**config.mk**
```make
export PLATFORM = sky130hd
export DESIGN_NAME = spi_rx
export DESIGN_NICKNAME = d
export VERILOG_FILES = /design/src/rtl/spi_rx.sv
export SDC_FILE = /design/constraint.sdc
export NUM_CORES = 1
export LEC_CHECK = 0
export ABC_AREA = 1
export CORE_UTILIZATION = 26
export DETAILED_ROUTE_END_ITERATION = 10
export PLACE_DENSITY = 0.47
export SLEW_MARGIN = 25
export SYNTH_ARGS = -nofsm -noshare
export SYNTH_HDL_FRONTEND = slang
export SYNTH_SLANG_ARGS = --single-unit
```
**constraint.sdc**
```tcl
create_clock -name clk -period 2.2 [get_ports clk]
set_input_delay 0.55 -clock clk [delete_from_list [all_inputs] [get_ports clk]]
set_output_delay 0.55 -clock clk [all_outputs]
set_load 0.02 [all_outputs]
```
**src/rtl/spi_rx.sv**
```systemverilog
// spi_rx: SPI receive front end for the LCD link.
// Samples the asynchronous SPI pins into the clk domain and assembles
// MSB-first bytes tagged with the data/command qualifier. Completed
// {dc, byte} entries go into first-word-fall-through storage.
// Build option: define SPI_RX_FIFO_EN for a 4-entry FIFO; without it the
// storage is a single holding register.
module spi_rx (
    input  logic       clk,
    input  logic       reset_,
    input  logic       sck_in,
    input  logic       sdi,
    input  logic       cs_in_,
    input  logic       dc_in,
    input  logic       rd,
    input  logic       clr,
    output logic [8:0] dout,
    output logic       valid,
    output logic [2:0] level,
    output logic       ovf,
    output logic       ferr
);

`ifdef SPI_RX_FIFO_EN
    localparam int DEPTH = 4;
`else
    localparam int DEPTH = 1;
`endif
    localparam int PTR_W = (DEPTH > 1) ? $clog2(DEPTH) : 1;

    typedef enum logic {
        IDLE  = 1'b0,
        SHIFT = 1'b1
    } state_t;

    // Synchronizer chains plus the previous-sck flop for edge detection.
    logic sck_s1, sck_s2, sck_prev;
    logic cs_s1, cs_s2;
    logic sdi_s1, sdi_s2;
    logic dc_s1, dc_s2;

    // Registered edge strobe with the pin values that belong to it, so the
    // frame logic sees cs and sck events in the order they happened.
    logic rise_q, sdi_q, dc_q, cs_q;

    state_t     state, state_nxt;
    logic       shift_en, frame_start, ferr_set;
    logic [2:0] bit_cnt;
    logic [7:0] shift_reg;
    logic       push_q;
    logic [8:0] push_data;

    logic [8:0]       mem [DEPTH];
    logic [PTR_W-1:0] wr_ptr, rd_ptr;
    logic [2:0]       count;
    logic             full, pop, wr_en, ovf_set;

    function automatic logic [PTR_W-1:0] ptr_inc(input logic [PTR_W-1:0] p);
        return (p == PTR_W'(DEPTH - 1)) ? '0 : p + PTR_W'(1);
    endfunction

    // Bring the asynchronous pins into the clk domain; idle values on reset.
    always_ff @(posedge clk or negedge reset_) begin
        if (!reset_) begin
            sck_s1   <= 1'b1;
            sck_s2   <= 1'b1;
            sck_prev <= 1'b1;
            cs_s1    <= 1'b1;
            cs_s2    <= 1'b1;
            sdi_s1   <= 1'b0;
            sdi_s2   <= 1'b0;
            dc_s1    <= 1'b0;
            dc_s2    <= 1'b0;
        end else begin
            // NOTE: non-blocking assignments make every flop sample the
            // pre-edge value of its source, which is what a chain needs.
            sck_s1   <= sck_in;
            sck_s2   <= sck_s1;
            sck_prev <= sck_s2;
            cs_s1    <= cs_in_;
            cs_s2    <= cs_s1;
            sdi_s1   <= sdi;
            sdi_s2   <= sdi_s1;
            dc_s1    <= dc_in;
            dc_s2    <= dc_s1;
        end
    end

    // Register the sck rising-edge strobe together with its data and cs.
    always_ff @(posedge clk or negedge reset_) begin
        if (!reset_) begin
            rise_q <= 1'b0;
            sdi_q  <= 1'b0;
            dc_q   <= 1'b0;
            cs_q   <= 1'b1;
        end else begin
            rise_q <= sck_s2 & ~sck_prev;
            sdi_q  <= sdi_s2;
            dc_q   <= dc_s2;
            cs_q   <= cs_s2;
        end
    end

    // Frame state register.
    always_ff @(posedge clk or negedge reset_) begin
        if (!reset_) state <= IDLE;
        else         state <= state_nxt;
    end

    // Frame next-state and control strobes.
    always_comb begin
        // NOTE: defaults first so no path leaves a signal unassigned,
        // which would otherwise infer a latch.
        state_nxt   = state;
        shift_en    = 1'b0;
        frame_start = 1'b0;
        ferr_set    = 1'b0;
        case (state)
            IDLE: begin
                if (!cs_q) begin
                    state_nxt   = SHIFT;
                    frame_start = 1'b1;
                end
            end
            SHIFT: begin
                if (cs_q) begin
                    state_nxt = IDLE;
                    ferr_set  = (bit_cnt != 3'd0);
                end else if (rise_q) begin
                    shift_en = 1'b1;
                end
            end
            default: state_nxt = IDLE;
        endcase
    end

    // Shift in bits; the eighth bit hands the completed entry to storage.
    always_ff @(posedge clk or negedge reset_) begin
        if (!reset_) begin
            bit_cnt   <= 3'd0;
            shift_reg <= 8'h00;
            push_q    <= 1'b0;
            push_data <= 9'h000;
        end else begin
            push_q <= 1'b0;
            if (frame_start) begin
                bit_cnt <= 3'd0;
            end else if (shift_en) begin
                shift_reg <= {shift_reg[6:0], sdi_q};
                bit_cnt   <= bit_cnt + 3'd1;
                if (bit_cnt == 3'd7) begin
                    push_q    <= 1'b1;
                    push_data <= {dc_q, shift_reg[6:0], sdi_q};
                end
            end
        end
    end

    assign full    = (count == 3'(DEPTH));
    assign pop     = rd && (count != 3'd0);
    assign wr_en   = push_q && (!full || pop);
    assign ovf_set = push_q && full && !pop;

    // Storage array write port.
    // NOTE: the array has no reset; count defines which entries are live
    // and dout is forced to zero while empty.
    always_ff @(posedge clk) begin
        if (wr_en) mem[wr_ptr] <= push_data;
    end

    // Pointers and occupancy; a simultaneous push and pop keeps the level.
    always_ff @(posedge clk or negedge reset_) begin
        if (!reset_) begin
            wr_ptr <= '0;
            rd_ptr <= '0;
            count  <= 3'd0;
        end else begin
            if (wr_en) wr_ptr <= ptr_inc(wr_ptr);
            if (pop)   rd_ptr <= ptr_inc(rd_ptr);
            if (wr_en && !pop)      count <= count + 3'd1;
            else if (pop && !wr_en) count <= count - 3'd1;
        end
    end

    // Sticky error flags; a set event beats a clear in the same cycle.
    always_ff @(posedge clk or negedge reset_) begin
        if (!reset_) begin
            ovf  <= 1'b0;
            ferr <= 1'b0;
        end else begin
            if (ovf_set)  ovf <= 1'b1;
            else if (clr) ovf <= 1'b0;
            if (ferr_set) ferr <= 1'b1;
            else if (clr) ferr <= 1'b0;
        end
    end

    assign valid = (count != 3'd0);
    assign level = count;
    assign dout  = valid ? mem[rd_ptr] : 9'h000;

endmodule

```
==> out/summary.log <==
[timing] final hold vios 0
[route] total detailed-routing wirelength 2700 µm
[cells_and_area] fill count 723
[clock_tree] clock root buffer sky130_fd_sc_hd__clkbuf_8
[global_route] vias in the first global route 1,095
[cells_and_area] filler-free cell count of the finished design 297
[cells_and_area] fin nets 216
[cells_and_area] most frequent standard cell in the layout excluding fill and tap cells sky130_fd_sc_hd__inv_1
[timing] Final Cycle Share 94.2%
[route] drt drc 0
[placement] pre-CTS WS -0.0109 ns
[route] Via-to-Cell Ratio 3.73
[cells_and_area] Diodes inserted 0
[synthesis] multiplexer share of the synthesized area 0.529%
[synthesis] number of unique standard cell types used by synthesis 21
[floorplan] Rows 30
[route] wire per inst 9.08 µm
[timing] slew at the pin closest to its max-slew limit 0.500 ns
[synthesis] synthesized-area fraction occupied by adder cells 5.29%
[cells_and_area] Area Growth Syn to Fin 23.7%
[placement] routability cong. 0.710
[floorplan] floorplan core area 6910 µm²
[clock_tree] H-tree Lvls 2
[power_and_ir_drop] post-route total power 2.27 mW
[synthesis] synthesized-area fraction occupied by ao, oa, aoi and oai cells 6.29%
[clock_tree] hold-fix buffers at CTS 0
[critical_path] terminus of the critical flop-to-flop path level[2]$_DFFE_PN0P_
[critical_path] worst endpoint data arrival time 1.52 ns
[floorplan] area of the die 7620 µm²
[clock_tree] Clock Latency Late Sink 0.29 ns
[critical_path] highest-delay cell along the critical path sky130_fd_sc_hd__dfrtp_1
[timing] Worst Skew 0.00594 ns
[critical_path] Register-to-Register Setup Slack 0.27 ns
[timing] Slew Limit Fails 0
[route] DRC marker count from the first detailed-route iteration 69
[cells_and_area] commonest cells after routing, fill and taps aside sky130_fd_sc_hd__inv_1 (34), sky130_fd_sc_hd__dfrtp_1 (33), sky130_fd_sc_hd__nand2_1 (32), sky130_fd_sc_hd__nor2_1 (12), sky130_fd_sc_hd__clkdlybuf4s50_1 (11)
[timing] Setup-failing EPs final 0
[power_and_ir_drop] power per standard cell area 969 nW/µm²
[floorplan] I/O Pins 23
[power_and_ir_drop] leakage dissipation 1.14 nW
[route] vias 1,109
[timing] total negative slack 0 ns
[global_route] Total Routing Usage GR 8.47%
[floorplan] starting density of the core 27.4%
[synthesis] Post-Syn Area 1890 µm²
[route] topmost layer with routed signal wires met4
[critical_path] endpoint required time on the critical path 1.65 ns
[clock_tree] register clock-pin slew on the reported worst setup and hold paths 0.09 ns
[synthesis] instance count of the mapped netlist 166
[synthesis] dominant combinational cell family by area after synthesis simple AND/OR/NAND/NOR gates
[critical_path] startpoint type of the worst setup path register
[critical_path] cells along the critical path inv_1 > ha_1 > nand2_1 > clkinv_2 > nor2_1 > clkdlybuf4s15_1
[critical_path] Worst Reg-to-Reg Cells 12
[job] max capacitance violation total 0
[route] number of nets with antenna violations after routing 0
[synthesis] yosys warns 0
[route] detailed-route wire length on metal 1 1420 µm
[route] Pre-antenna DRT Iters 4
[global_route] number of antenna violations at the first check in global routing 0
[route] met2 routed WL 1150 µm
[floorplan] DIE HEIGHT 87.3 µm
[critical_path] r2r startpoint level[1]$_DFFE_PN0P_
[synthesis] average cell area after synthesis 11.4 µm²
[synthesis] number of nets produced by synthesis 182
[clock_tree] clk sinks 48
[clock_tree] clock tree from TritonCTS done
[timing] final worst-path setup slack 0.128 ns
[synthesis] area fraction in and, or, nand and nor cells after synthesis 12.5%
[timing] RSZ-0062 raised after global routing no
[placement] count of input and output buffers 22
[synthesis] xor and xnor fraction of the mapped netlist area 0.927%
[clock_tree] deepest clock path buffer count 2
[status] outcome finished clean
[timing] maximum clock frequency 483 MHz
[synthesis] register area share after synthesis 66.3%
[timing] final period demand of the worst path 2.07 ns
[floorplan] chip width 87.3 µm
[global_route] largest net degree at the start of global routing 40
[placement] DPL Wire Length 1850 µm
[placement] total placed cells including tap cells 289
[critical_path] largest fanout of any net on the critical path 9
[global_route] global-route wire length before repair 4860 µm
[clock_tree] setup bufs post-CTS 0
[clock_tree] clock buffer count from CTS 5
[synthesis] Synth Register Bits 48
[timing] worst slew slack as a fraction of its limit 66.6%
[cells_and_area] share of post-route cells with drive strength above 1 18.9%
[critical_path] type of the setup path with the least slack register to primary output
[route] met3 WL post-DR 104 µm
[global_route] final global-route overflow total 0
[power_and_ir_drop] maximum vdd drop 348 µV
[min_path] hold crit path type input pin to asynchronous set/reset pin
[critical_path] Worst path max stage delay 0.35 ns
[critical_path] Worst setup EP type primary output
[worst max-delay path: cells and delay by family, from the launching register on]
kind,cells,cell delay (ns)
buffers and inverters,3,0.48
DFF,1,0.35
and+or+nand+nor,2,0.21
adders and majority gates,1,0.18
[worst max-delay path by stage]
stage	cells past startpoint	endpoint	startpoint	slack, ns
detailed placement	6	dout[5]	level[0]$_DFFE_PN0P_	-0.01
finish	6	dout[4]	level[0]$_DFFE_PN0P_	0.13
floorplan	11	level[2]$_DFFE_PN0P_	level[0]$_DFFE_PN0P_	0.09
global route	6	dout[1]	level[0]$_DFFE_PN0P_	0.00001
CTS	6	dout[5]	level[0]$_DFFE_PN0P_	0.06
global placement	6	dout[2]	level[0]$_DFFE_PN0P_	0.02
[layer usage]
metal / up-vias / track usage (%)
met5: - / 0
met4: 0 / 4.02
met3: 2 / 2.84
met2: 20 / 12.6
met1: 509 / 11.1
li1: 578 / -
[logic make-up (layout without fill, tap and decap cells)]
family	count (synthesis)	count (layout)
simple gates	52	52
flops	48	48
buf+inv	37	72
compound gates	18	18
fa+ha+maj	8	8
xor+xnor	2	2
mux	1	1
[through the flow]
| stage | hold WS, ns | util [%] | instance area (µm²) |
|---|---|---|---|
| global placement | 0.333 | 32.7 | 2260 |
| finish | 0.291 | 33.9 | 2340 |
| CTS | 0.318 | 34.1 | 2360 |
| global route | 0.346 | 33.9 | 2340 |
| floorplan | 0.254 | - | 1890 |
| detailed placement | 0.335 | 32.7 | 2260 |
[cell usage after synthesis]
| cell type | number | area [µm²] |
|---|---|---|
| sky130_fd_sc_hd__o22ai_1 | 2 | 12.5 |
| sky130_fd_sc_hd__nand4_1 | 1 | 6.26 |
| sky130_fd_sc_hd__nand4_4 | 1 | 21.3 |
| sky130_fd_sc_hd__a21oi_1 | 1 | 5.00 |
| sky130_fd_sc_hd__nand3_4 | 1 | 17.5 |
| sky130_fd_sc_hd__o21ai_0 | 8 | 40.0 |
| sky130_fd_sc_hd__o21ai_2 | 7 | 61.3 |
| sky130_fd_sc_hd__and2_1 | 1 | 6.26 |
| sky130_fd_sc_hd__xnor2_1 | 1 | 8.76 |
| sky130_fd_sc_hd__nand3_1 | 4 | 20.0 |
| sky130_fd_sc_hd__ha_1 | 8 | 100 |
| sky130_fd_sc_hd__nor2_1 | 12 | 45.0 |
| sky130_fd_sc_hd__inv_1 | 34 | 128 |
| sky130_fd_sc_hd__clkinv_1 | 1 | 3.75 |
| sky130_fd_sc_hd__dfstp_2 | 6 | 158 |
| sky130_fd_sc_hd__mux2i_1 | 1 | 10.0 |
| sky130_fd_sc_hd__buf_6 | 2 | 22.5 |
| sky130_fd_sc_hd__xor2_1 | 1 | 8.76 |
| sky130_fd_sc_hd__edfxtp_1 | 9 | 270 |
| sky130_fd_sc_hd__nand2_1 | 32 | 120 |
| sky130_fd_sc_hd__dfrtp_1 | 33 | 826 |
[final cells by class]
type / count / area [µm²] / share of cell area, %
clock buffer: 5 / 68.8 / 2.94
clock inverter: 3 / 42.5 / 1.82
inverter: 35 / 133 / 5.67
multi-input combinational: 81 / 484 / 20.7
sequential: 48 / 1250 / 53.6
tap: 96 / 120 / 5.14
timing repair buffer: 29 / 236 / 10.1
[power by group]
| group | switching [mW] | internal [mW] |
|---|---|---|
| Sequential | 0.0340 | 0.973 |
| Clock | 0.287 | 0.337 |
| Combinational | 0.370 | 0.266 |
[what timing repair did]
item / CTS / global route
pin swaps: 0 / 0
endpoints found under the setup margin: 10 / 9
gates resized for setup: 11 / 15
Note: power is estimated with default switching activity, not from simulation.
==> RTL edit: new RTL, same flow settings <==
Build with the macro `SPI_RX_FIFO_EN` defined.
--- a/src/rtl/spi_rx.sv
+++ b/src/rtl/spi_rx.sv
@@ -5,4 +5,6 @@
 // Build option: define SPI_RX_FIFO_EN for a 4-entry FIFO; without it the
 // storage is a single holding register.
+`define SPI_RX_FIFO_EN
+
 module spi_rx (
     input  logic       clk,
Behaviour: same outputs for any inputs over 10 cycles, from zero or initial values and one cycle with reset_ low; that may be too few to reach the edited logic, so the function may still have changed.
==> RTL edit against the original RTL <==
First-iteration DRC count increased by 52%; final cell count up 77%; sequential power is 66% higher; total power rose by 95%; setup slack got worse by 47 ps; sequential share of layout area decreased by 0.88 points; clock skew is 0.51 ps higher; via count increased by 81%; utilization decreased by 0.10 points; critical endpoint is now dout[2]; cell area is 76% higher; sequential cell count up 31; routed wire length rose by 120%; synthesized area grew 73%.
==> RTL edit: results (changes against the original RTL) <==
Parameter                              Value

Status
  Status ... finished, final reports clean (unchanged)

Yosys
  Mapped Area ... 3272 sq um (was 1891 sq um)
  Fraction of registers with async set/reset ... 54.43% (was 81.25%)
  Net count after synthesis ... 323 (was 182)
  Cell types with the highest counts after synthesis ... nand2_1 (73), inv_1 (66), dfrtp_1 (37) (was inv_1 (34), dfrtp_1 (33), nand2_1 (32))
  Netlist cell types ... 27 (was 21)
  Number of enable flip-flop cells after synthesis ... 36 (was 9)

Global routing
  Global-route track usage on met2 ... 16.48% (was 12.57%)
  Met1 track demand over resource in global routing ... 12.16% (was 11.11%)

Place
  Half-perimeter wire length after placement ... 3.866 mm (was 1.849 mm)
  DP Area ... 3827 sq um (was 2257 sq um)
  DP Worst Slack ... -94.27 ps (was -10.88 ps)
  Cell Count Post-Placement ... 510 (was 289)

Drt
  Met2 WL post-DR ... 2.852 mm (was 1.149 mm)
  Total wire length ... 5.923 mm (was 2.696 mm)
  Number of DRC markers after the initial detailed-route iteration ... 105 (was 69)
  Routed vias/inst ... 3.810 (was 3.734)

Cells and area
  Post-layout nets ... 372 (was 216)
  Final cell count without fillers ... 527 (was 297)
  Layout Area Growth over Synthesis ... 25.47% (was 23.69%)

Clock network
  Cts repair resizes ... 12 (was 11)
  Clock insertion delay at the later pin of the skew report ... 330 ps (was 290 ps)
  Worst-path clk slew ... 70 ps (was 90 ps)
  Number of buffers created by CTS ... 9 (was 5)
  Buffer type at the clock tree root ... clkbuf_16 (was clkbuf_8)

Pwr
  Part of the total power dissipated in combinational logic ... 29.7% (was 28.0%)
  Share of total power in sequential cells ... 38.0% (was 44.4%)
  Net switching fraction of the power ... 33.52% (was 30.46%)

Setup path
  Stage delay of the slowest cell on the critical path ... 420 ps (was 350 ps)

STA
  Worst Clk Skew ... 6.449 ps (was 5.942 ps)
  Final worst setup slack ... 80.58 ps (was 128.0 ps)
RTL edit: cell types whose count changed after synthesis, moves of 6 or more:
cell / delta
a21oi_1: +9
edfxtp_1: +27
inv_1: +32
nand2_1: +41
nand3_1: +20
o21ai_0: -6
o21ai_1: +7
RTL edit: cell families (layout without fill, tap and decap cells):
group / after synthesis / after routing / synth area share [%]
AND/OR/NAND/NOR: 109 / 109 / 14.61
flip-flops: 79 / 79 / 66.16
buffers and inverters: 76 / 130 / 9.254
AO/OA/AOI/OAI: 29 / 29 / 5.354
adder cells (fa/ha/maj): 10 / 10 / 4.054
XOR/XNOR: 1 / 1 / 0.2677
multiplexers: 1 / 1 / 0.3059
RTL edit: cell type report:
class                   count  area, sq um
clock buffers               9        225.2
repair buffers             44        366.6
well taps                 168        210.2
flip-flops and latches     79         2165
clock inverters             7        62.56
multi-input cells         150        807.0
fillers                  1225         8056
inverters                  70        269.0
